==> src/rtl/program_loader_ctrl.sv <==
// Job sequencer for processor_top: loads instruction and data memory while the
// core is held in reset, releases the core until it reports done (or the cycle
// budget runs out), then streams a window of data memory out over valid/ready.
module program_loader_ctrl #(
    parameter int unsigned ADDR_W     = 32,
    parameter int unsigned DATA_W     = 32,
    parameter int unsigned CNT_W      = 8,
    parameter int unsigned MAX_CYCLES = 100000,
    parameter int unsigned READ_LAT   = 1
) (
    input  logic              clk,
    input  logic              rst,
    input  logic              start,
    input  logic [CNT_W-1:0]  inst_count,
    input  logic [CNT_W-1:0]  data_count,
    input  logic [CNT_W-1:0]  read_count,
    input  logic              in_valid,
    input  logic [DATA_W-1:0] in_data,
    output logic              in_ready,
    output logic              proc_rst,
    output logic [DATA_W-1:0] inst_data_out,
    output logic [ADDR_W-1:0] inst_addr_out,
    output logic              inst_we,
    output logic [DATA_W-1:0] mem_data_out,
    output logic [ADDR_W-1:0] mem_addr_out,
    output logic              mem_we,
    input  logic [DATA_W-1:0] proc_out,
    input  logic              proc_done,
    output logic              out_valid,
    output logic [DATA_W-1:0] out_data,
    input  logic              out_ready,
    output logic              busy,
    output logic              job_done,
    output logic              timeout
);

    localparam int unsigned CYC_W = $clog2(MAX_CYCLES + 1);
    localparam int unsigned LAT_W = $clog2(READ_LAT + 1);

    typedef enum logic [2:0] {
        StIdle,
        StLoadInst,
        StLoadData,
        StRun,
        StReadWait,
        StReadOut,
        StFinish
    } state_t;

    state_t           state;
    logic [CNT_W-1:0] k;
    logic [CNT_W-1:0] inst_cnt;
    logic [CNT_W-1:0] data_cnt;
    logic [CNT_W-1:0] read_cnt;
    logic [CYC_W-1:0] cyc_cnt;
    logic [LAT_W-1:0] lat_cnt;

    // Host stream is only accepted while a load state is active.
    assign in_ready = (state == StLoadInst) || (state == StLoadData);
    assign busy     = (state != StIdle);

    // Main sequencer: state, counters and all registered outputs.
    always_ff @(posedge clk) begin
        if (!rst) begin
            state         <= StIdle;
            k             <= '0;
            inst_cnt      <= '0;
            data_cnt      <= '0;
            read_cnt      <= '0;
            cyc_cnt       <= '0;
            lat_cnt       <= '0;
            proc_rst      <= 1'b1;
            inst_data_out <= '0;
            inst_addr_out <= '0;
            inst_we       <= 1'b0;
            mem_data_out  <= '0;
            mem_addr_out  <= '0;
            mem_we        <= 1'b0;
            out_valid     <= 1'b0;
            out_data      <= '0;
            job_done      <= 1'b0;
            timeout       <= 1'b0;
        end else begin
            // Strobes and pulse default low; counters restart outside their states.
            inst_we  <= 1'b0;
            mem_we   <= 1'b0;
            job_done <= 1'b0;
            cyc_cnt  <= '0;
            lat_cnt  <= '0;

            unique case (state)
                StIdle: begin
                    proc_rst <= 1'b1;
                    if (start) begin
                        inst_cnt <= inst_count;
                        data_cnt <= data_count;
                        read_cnt <= read_count;
                        timeout  <= 1'b0;
                        k        <= '0;
                        if (inst_count != '0) begin
                            state <= StLoadInst;
                        end else if (data_count != '0) begin
                            state <= StLoadData;
                        end else begin
                            state <= StRun;
                        end
                    end
                end

                StLoadInst: begin
                    if (in_valid) begin
                        inst_we       <= 1'b1;
                        inst_addr_out <= ADDR_W'(k);
                        inst_data_out <= in_data;
                        if (k == inst_cnt - CNT_W'(1)) begin
                            k     <= '0;
                            state <= (data_cnt != '0) ? StLoadData : StRun;
                        end else begin
                            k <= k + CNT_W'(1);
                        end
                    end
                end

                StLoadData: begin
                    if (in_valid) begin
                        mem_we       <= 1'b1;
                        mem_addr_out <= ADDR_W'(k);
                        mem_data_out <= in_data;
                        if (k == data_cnt - CNT_W'(1)) begin
                            k     <= '0;
                            state <= StRun;
                        end else begin
                            k <= k + CNT_W'(1);
                        end
                    end
                end

                // proc_rst drops one cycle after entry so the final load strobe
                // lands while the core is still held in reset.
                StRun: begin
                    proc_rst <= 1'b0;
                    cyc_cnt  <= cyc_cnt + CYC_W'(1);
                    if (proc_done) begin
                        k            <= '0;
                        mem_addr_out <= '0;
                        if (read_cnt != '0) begin
                            state <= StReadWait;
                        end else begin
                            state    <= StFinish;
                            job_done <= 1'b1;
                            proc_rst <= 1'b1;
                        end
                    end else if (cyc_cnt == CYC_W'(MAX_CYCLES - 1)) begin
                        timeout  <= 1'b1;
                        state    <= StFinish;
                        job_done <= 1'b1;
                        proc_rst <= 1'b1;
                    end
                end

                // Address was presented on entry; proc_out is valid READ_LAT
                // cycles later and is sampled on the edge after that.
                StReadWait: begin
                    lat_cnt <= lat_cnt + LAT_W'(1);
                    if (lat_cnt == LAT_W'(READ_LAT)) begin
                        out_data  <= proc_out;
                        out_valid <= 1'b1;
                        state     <= StReadOut;
                    end
                end

                StReadOut: begin
                    if (out_ready) begin
                        out_valid <= 1'b0;
                        if (k == read_cnt - CNT_W'(1)) begin
                            state    <= StFinish;
                            job_done <= 1'b1;
                            proc_rst <= 1'b1;
                        end else begin
                            k            <= k + CNT_W'(1);
                            mem_addr_out <= ADDR_W'(k + CNT_W'(1));
                            state        <= StReadWait;
                        end
                    end
                end

                StFinish: begin
                    proc_rst <= 1'b1;
                    state    <= StIdle;
                end

                default: begin
                    state <= StIdle;
                end
            endcase
        end
    end

endmodule
==> config.mk <==
export PLATFORM = sky130hd
export DESIGN_NAME = program_loader_ctrl
export DESIGN_NICKNAME = d
export VERILOG_FILES = /design/src/rtl/program_loader_ctrl.sv
export SDC_FILE = /design/constraint.sdc
export NUM_CORES = 1
export LEC_CHECK = 0
export CAP_MARGIN = 20
export CORE_UTILIZATION = 30
export DETAILED_ROUTE_END_ITERATION = 8
export SLEW_MARGIN = 20
export SYNTH_ARGS = -nofsm -noshare
export SYNTH_HDL_FRONTEND = slang
export SYNTH_SLANG_ARGS = --single-unit
==> constraint.sdc <==
create_clock -name clk -period 2.4 [get_ports clk]
set_input_delay 0.48 -clock clk [delete_from_list [all_inputs] [get_ports clk]]
set_output_delay 0.48 -clock clk [all_outputs]
set_load 0.01 [all_outputs]
==> results.sh, run 1 <==
export IMPL_status="finished clean"
export IMPL_worst_pin_slew_ns=0.682
export IMPL_synth_xor_area_share_pct=5.09
export IMPL_r2r_end="k[2]"
export IMPL_drc_errors=0
export IMPL_synthesis_area_mm2=0.00790
export IMPL_combPwrFrac_pct=33.3
export IMPL_avgRoutedWirePerCell_um=14.7
export IMPL_vias=7479
export IMPL_drt_pass1_iterations=5
export IMPL_dp_hpwl_mm=17.0
export IMPL_ys_seq_area_share_pct=43.6
export IMPL_stdcell_count=1591
export IMPL_crit_start="data_cnt[0]"
export IMPL_dieArea_mm2=0.0270
export IMPL_syn_avg_cell_area_um2=7.68
export IMPL_path_max_fanout=9
export IMPL_numClockSinks=172
export IMPL_drive_gt1_share_pct=9.55
export IMPL_die_w_um=164
export IMPL_core_region_area_mm2=0.0259
export IMPL_timing_hold_ws_ns=0.454
export IMPL_synth_top_family_by_area="simple AND/OR/NAND/NOR gates"
export IMPL_mostFrequentLayoutCell="nand2_1"
export IMPL_overflow=0
export IMPL_synth_main_ff_cell="dfxtp_1"
export IMPL_netlist_instances=1028
export IMPL_synth_edff_count=0
export IMPL_synth_mux_area_share_pct=0.808
export IMPL_routabilityCongestion=0.881
export IMPL_slew_viol_final=0
export IMPL_cts_hold_buf=0
export IMPL_diodes=0
export IMPL_fin_crit_sh_pct=99.2
export IMPL_yosysTopAreaCell="dfxtp_1"
export IMPL_finalPower_mw=9.28
export IMPL_pwr_share_clk_pct=30.7
export IMPL_syn_to_final_growth_pct=42.0
export IMPL_maxCapViolCount=0
export IMPL_tritoncts="done"
export IMPL_min_path_type="reg -> reg"
export IMPL_utilization_pct=43.3
export IMPL_die_y_um=164
export IMPL_cts_root_buf="clkbuf_16"
export IMPL_ant_nets=0
export IMPL_max_clock_freq_mhz=420
export IMPL_synth_compound_area_share_pct=16.2
export IMPL_routed_via_density=4.70
export IMPL_placed_cells=1558
export IMPL_setup_viol=0
export IMPL_final_cell_mix="nand2_1, clkdlybuf4s50_1, dfxtp_1, a21oi_1"
export IMPL_async_reset_ff_share_pct=0
export IMPL_ys_top_cells_by_area="dfxtp_1, nand2_1, a21oi_1"
export IMPL_cp_endpoint="k[2]"
export IMPL_startpoint_type="flip-flop"
export IMPL_min_from="inst_data_out[15]"
export IMPL_layout_min_cycle_time_ns=2.38
export IMPL_crit_type="reg -> reg"
export IMPL_crit_required_ns=2.75
export IMPL_p_sw_mw=3.19
export IMPL_r2r_cells=9
export IMPL_hold_viol=0
export IMPL_relSlewSlack_pct=54.2
export IMPL_rows=59
export IMPL_port_buffers=214
export IMPL_first_global_vias=6964
export IMPL_initial_core_util_pct=30.5
export IMPL_cts_max_level=4
export IMPL_antenna_found_initial=0
export IMPL_p_leak_nw=4.04
export IMPL_p_sw_share_pct=34.4
export IMPL_drt_wl_total_mm=23.5
export IMPL_worst_ir_drop_vdd_mv=0.469
export IMPL_cts_clk_slew_worst_paths_ns=0.07
export IMPL_drt_iter0_markers=409
export IMPL_yosys_area_share_simple_pct=24.5
export IMPL_grt_max_degree=81
export IMPL_grt_pass1_wl_mm=36.5
export IMPL_num_io_pins=262
export IMPL_clk_latency_ns=0.43
export IMPL_ys_warn_count=0
export IMPL_fin_nets=1343
export IMPL_synthAdderAreaFrac_pct=0.951
export IMPL_placed_area_mm2=0.0105
export IMPL_skew_ns=0.0149
export IMPL_pwr_share_seq_pct=36.1
export IMPL_intPower_mw=6.09
export IMPL_r2r_start="data_cnt[0]"
export IMPL_synth_top_area_share_pct=43.6
export IMPL_critPathCaptureType="flip-flop"
export IMPL_cp_arrival_ns=2.73
export IMPL_grt_use_total_pct=17.2
export IMPL_cts_max_path_buffers=2
export IMPL_synth_cell_types=69
export IMPL_post_route_cell_area_mm2=0.0112
export IMPL_power_density_mw_per_mm2=828
export IMPL_rsz0062_at_grt="yes"
export IMPL_ys_ff_latch=172
export IMPL_cts_made_buffers=17
export IMPL_r2r_slack_ns=0.02
[logic make-up (layout without fill, tap and decap cells)]
kind of cell | Yosys count | after routing
other cells | 1 | 47
buf+inv | 132 | 314
compound gates | 220 | 220
xor+xnor | 45 | 45
simple gates | 446 | 446
mux | 6 | 6
flops | 172 | 172
fa+ha+maj | 6 | 6
[routing by layer]
metal	track usage [%]	vias to the layer above	share of wire, %
met3	5.45	29	7.2
met2	27.9	221	47
met1	21.5	3456	44
met4	5.51	0	1.9
li1	-	3773	-
met5	0	-	0
[per-stage QoR]
stage                     setup TNS, ns  setup slack, ns
after floorplan                       0           0.0307
after global placement                0          0.00682
after detailed placement        -0.0277         -0.00949
after CTS                       -0.0376          -0.0169
after global routing             -0.528          -0.0955
final                                 0           0.0201
[worst max-delay path: stages, from the launching register on]
cell	delay (ns)
dfxtp_2	0.32
buf_4	0.14
or4_4	0.55
o221a_1	0.25
a211o_1	0.24
o2111ai_2	0.21
and2_4	0.19
buf_4	0.16
o2111ai_1	0.13
o211ai_1	0.12
[final cells by class]
type	instances	area, um^2
Fill cell	2632	14700
Inverter	13	51.3
Tap cell	335	419
Sequential cell	172	3450
Clock inverter	15	193
Clock buffer	17	425
Timing Repair Buffer	269	2660
Multi-Input combinational cell	770	4010
[cells in the mapped netlist (all sizes together), types with 3 or more instances]
cell,n
nand2,298
dfxtp,172
a21oi,143
clkbuf,64
buf,55
nor2,45
o21ai,26
nor3,24
xnor2,24
nand3,21
xor2,21
inv,12
and3,9
nor2b,9
nor4,8
o22ai,7
a221oi,6
ha,6
or3,6
a31oi,5
o2111ai,5
or4,5
and2,4
o21bai,4
mux2,3
mux2i,3
nand2b,3
nand4,3
o211ai,3
o31ai,3
[what timing repair did]
action,in CTS,in global routing
gates cloned,0,1
gates resized for setup,4,13
endpoints found under the setup margin,6,21
endpoints found under the hold margin,0,0
pin swaps,1,4
setup buffers,0,1
[registers in the layout (all words and copies together) (netlist names), 3 cells and up]
register	cells
k	8
read_cnt	8
mem_data_out	32
cyc_cnt	17
data_cnt	8
inst_data_out	32
inst_addr_out	8
mem_addr_out	9
state	3
out_data	32
inst_cnt	8
[how the worst min path moves through the flow]
stage / to / slack, ns / cells after the start
2_1_floorplan: cyc_cnt[0] / 0.43 / 1
3_3_place_gp: cyc_cnt[0] / 0.44 / 1
3_5_place_dp: mem_data_out[6] / 0.45 / 2
4_1_cts: out_data[6] / 0.46 / 2
5_1_grt: out_data[6] / 0.47 / 2
6_report: inst_data_out[15] / 0.45 / 2
[power groups by stage]
stage / combinational [mW] / sequential (mW) / clock [mW]
detailed placement: 2.99 / 3.41 / 0
finish: 3.09 / 3.35 / 2.85
global placement: 2.97 / 3.40 / 0
floorplan: 1.74 / 3.43 / 0
global route: 3.40 / 3.39 / 3.04
CTS: 3.02 / 3.35 / 2.91
(Power assumes the default switching activity.)
==> run 2: changes to the inputs <==
- CTS_BUF_LIST: unset -> sky130_fd_sc_hd__clkbuf_16
==> results of run 2 <==
The final DEF is identical to that of run 1; final timing and power are the same.
==> run 3: changes to the inputs <==
- ABC_AREA: unset -> 0
- clock period: 2.4 -> 2.7 ns (I/O delays scaled with it)
==> run 3 against run 2 <==
- sequential cell count unchanged
- hold slack worse by 0.0023 ns
- clock skew down 0.0021 ns
- utilization is 1.6 points lower
- total power shrank 16%
- critical endpoint is now in_ready
- largest cell class unchanged
- largest power group unchanged
==> results.sh, run 3 (same netlist as run 1, synthesis figures left out) <==
export IMPL_num_io_pins=262
export IMPL_r2r_slack_ns=0.15
export IMPL_drt_iter0_markers=362
export IMPL_final_cell_mix="nand2_1, clkdlybuf4s50_1, dfxtp_1, a21oi_1, conb_1"
export IMPL_overflow=0
export IMPL_cts_root_buf="clkbuf_16"
export IMPL_setup_viol=0
export IMPL_path_max_fanout=24
export IMPL_dieArea_mm2=0.0270
export IMPL_cts_made_buffers=17
export IMPL_avgRoutedWirePerCell_um=14.9
export IMPL_path_buf_inv=2
export IMPL_startpoint_type="flip-flop"
export IMPL_cp_top_family="buffers and inverters"
export IMPL_drc_errors=0
export IMPL_maxCapViolCount=0
export IMPL_tns_ns=0
export IMPL_r2r_start="data_cnt[0]"
export IMPL_drt_pass1_iterations=4
export IMPL_r2r_cells=9
export IMPL_hold_viol=0
export IMPL_power_density_mw_per_mm2=718
export IMPL_placed_cells=1532
export IMPL_tritoncts="done"
export IMPL_path_cells="buf_4 > nand2b_1 > a21oi_1 > clkdlybuf4s50_1"
export IMPL_max_clock_freq_mhz=389
export IMPL_mostFrequentLayoutCell="nand2_1"
export IMPL_fin_nets=1320
export IMPL_stdcell_count=1568
export IMPL_first_global_vias=6921
export IMPL_cts_clk_slew_worst_paths_ns=0.07
export IMPL_slowest_delay_ns=0.61
export IMPL_fin_crit_sh_pct=95.3
export IMPL_routabilityCongestion=0.843
export IMPL_clk_latency_ns=0.43
export IMPL_r2r_end="state[0]"
export IMPL_cts_hold_buf=0
export IMPL_worst_ir_drop_vdd_mv=0.461
export IMPL_die_y_um=164
export IMPL_relSlewSlack_pct=49.5
export IMPL_ant_nets=0
export IMPL_drt_wl_total_mm=23.4
export IMPL_die_w_um=164
export IMPL_crit_required_ns=2.16
export IMPL_cp_arrival_ns=2.03
export IMPL_port_buffers=214
export IMPL_dp_hpwl_mm=16.7
export IMPL_hold_depth=2
export IMPL_min_from="out_data[10]"
export IMPL_antenna_found_initial=0
export IMPL_initial_core_util_pct=30.5
export IMPL_skew_ns=0.0127
export IMPL_diodes=0
export IMPL_rows=59
export IMPL_syn_to_final_growth_pct=36.8
export IMPL_critPathCaptureType="output port"
export IMPL_cts_max_path_buffers=2
export IMPL_finalPower_mw=7.76
export IMPL_core_region_area_mm2=0.0259
export IMPL_routed_via_density=4.78
export IMPL_holdPathEnd="out_data[10]"
export IMPL_grt_pass1_wl_mm=36.6
export IMPL_cts_max_level=4
export IMPL_numClockSinks=172
export IMPL_min_path_type="reg -> reg"
export IMPL_p_leak_nw=3.83
export IMPL_vias=7493
export IMPL_grt_use_total_pct=17.3
export IMPL_layout_min_cycle_time_ns=2.57
export IMPL_reg_largest_list="inst_data_out: 32 flops, mem_data_out: 32 flops, out_data: 32 flops"
export IMPL_grt_max_degree=88
export IMPL_slowest_stage="clkdlybuf4s50_1"
export IMPL_slew_viol_final=0
export IMPL_crit_type="reg -> out"
export IMPL_worst_pin_slew_ns=0.755
export IMPL_status="finished clean"
export IMPL_drive_gt1_share_pct=6.57
## run 3: power breakdown
group / internal [mW] / leakage, nW / switching [mW] / total, mW
logic: 1.10 / 2.17 / 1.38 / 2.47
registers: 2.78 / 1.39 / 0.217 / 3.00
clock network: 1.19 / 0.267 / 1.10 / 2.29
total: 5.07 / 3.83 / 2.69 / 7.76
## run 3: how the worst max path moves through the flow
stage	start	to	slack (ns)	cells after the start
after floorplan	inst_cnt[0]	state[0]	0.28	11
after global placement	data_cnt[0]	state[0]	0.18	9
after detailed placement	data_cnt[0]	state[0]	0.14	9
after CTS	state[1]	in_ready	0.02	3
after global routing	data_cnt[0]	state[0]	-0.0001	9
final	state[0]	in_ready	0.13	4
## run 3: final cells by class
cell class                 count  area (um^2)
fill                        2660        15100
multi-input combinational    770         3940
sequential                   172         3440
timing repair buffer         246         2410
clock buffer                  17          425
tap                          335          419
clock inverter                15          113
inverter                      13         51.3
## run 3: per-stage QoR
step | hold WS, ns | worst slack [ns] | area (um^2) | util [%]
after floorplan | 0.430 | 0.276 | 8070 | -
after global placement | 0.439 | 0.177 | 10200 | 39.5
after detailed placement | 0.446 | 0.136 | 10200 | 39.5
after CTS | 0.455 | 0.0248 | 10800 | 41.6
after global routing | 0.468 | -0.000146 | 10800 | 41.7
final | 0.452 | 0.127 | 10800 | 41.7
## run 3: repair_timing
item | 4_1_cts | 5_1_grt
gates resized for setup | 1 | 1
cloned | 0 | 0
buffers inserted | 0 | 4
endpoints found under the setup margin | 1 | 2
## run 3: routing by layer
layer	up-vias	track usage, %	part of all wire (%)
li1	3734	-	-
met1	3488	20.8	42
met2	242	28.5	48
met3	29	6.39	8.3
met4	0	5.18	1.5
met5	-	0	0
## run 3: worst reg2reg max path, stage by stage (launching register included)
cell       delay (ns)
dfxtp_1          0.35
inv_1            0.08
ha_1             0.21
or3b_1           0.37
or3_1            0.35
xnor2_1          0.19
o2111ai_2        0.17
and2_4           0.22
a311o_1          0.29
o221a_1          0.22
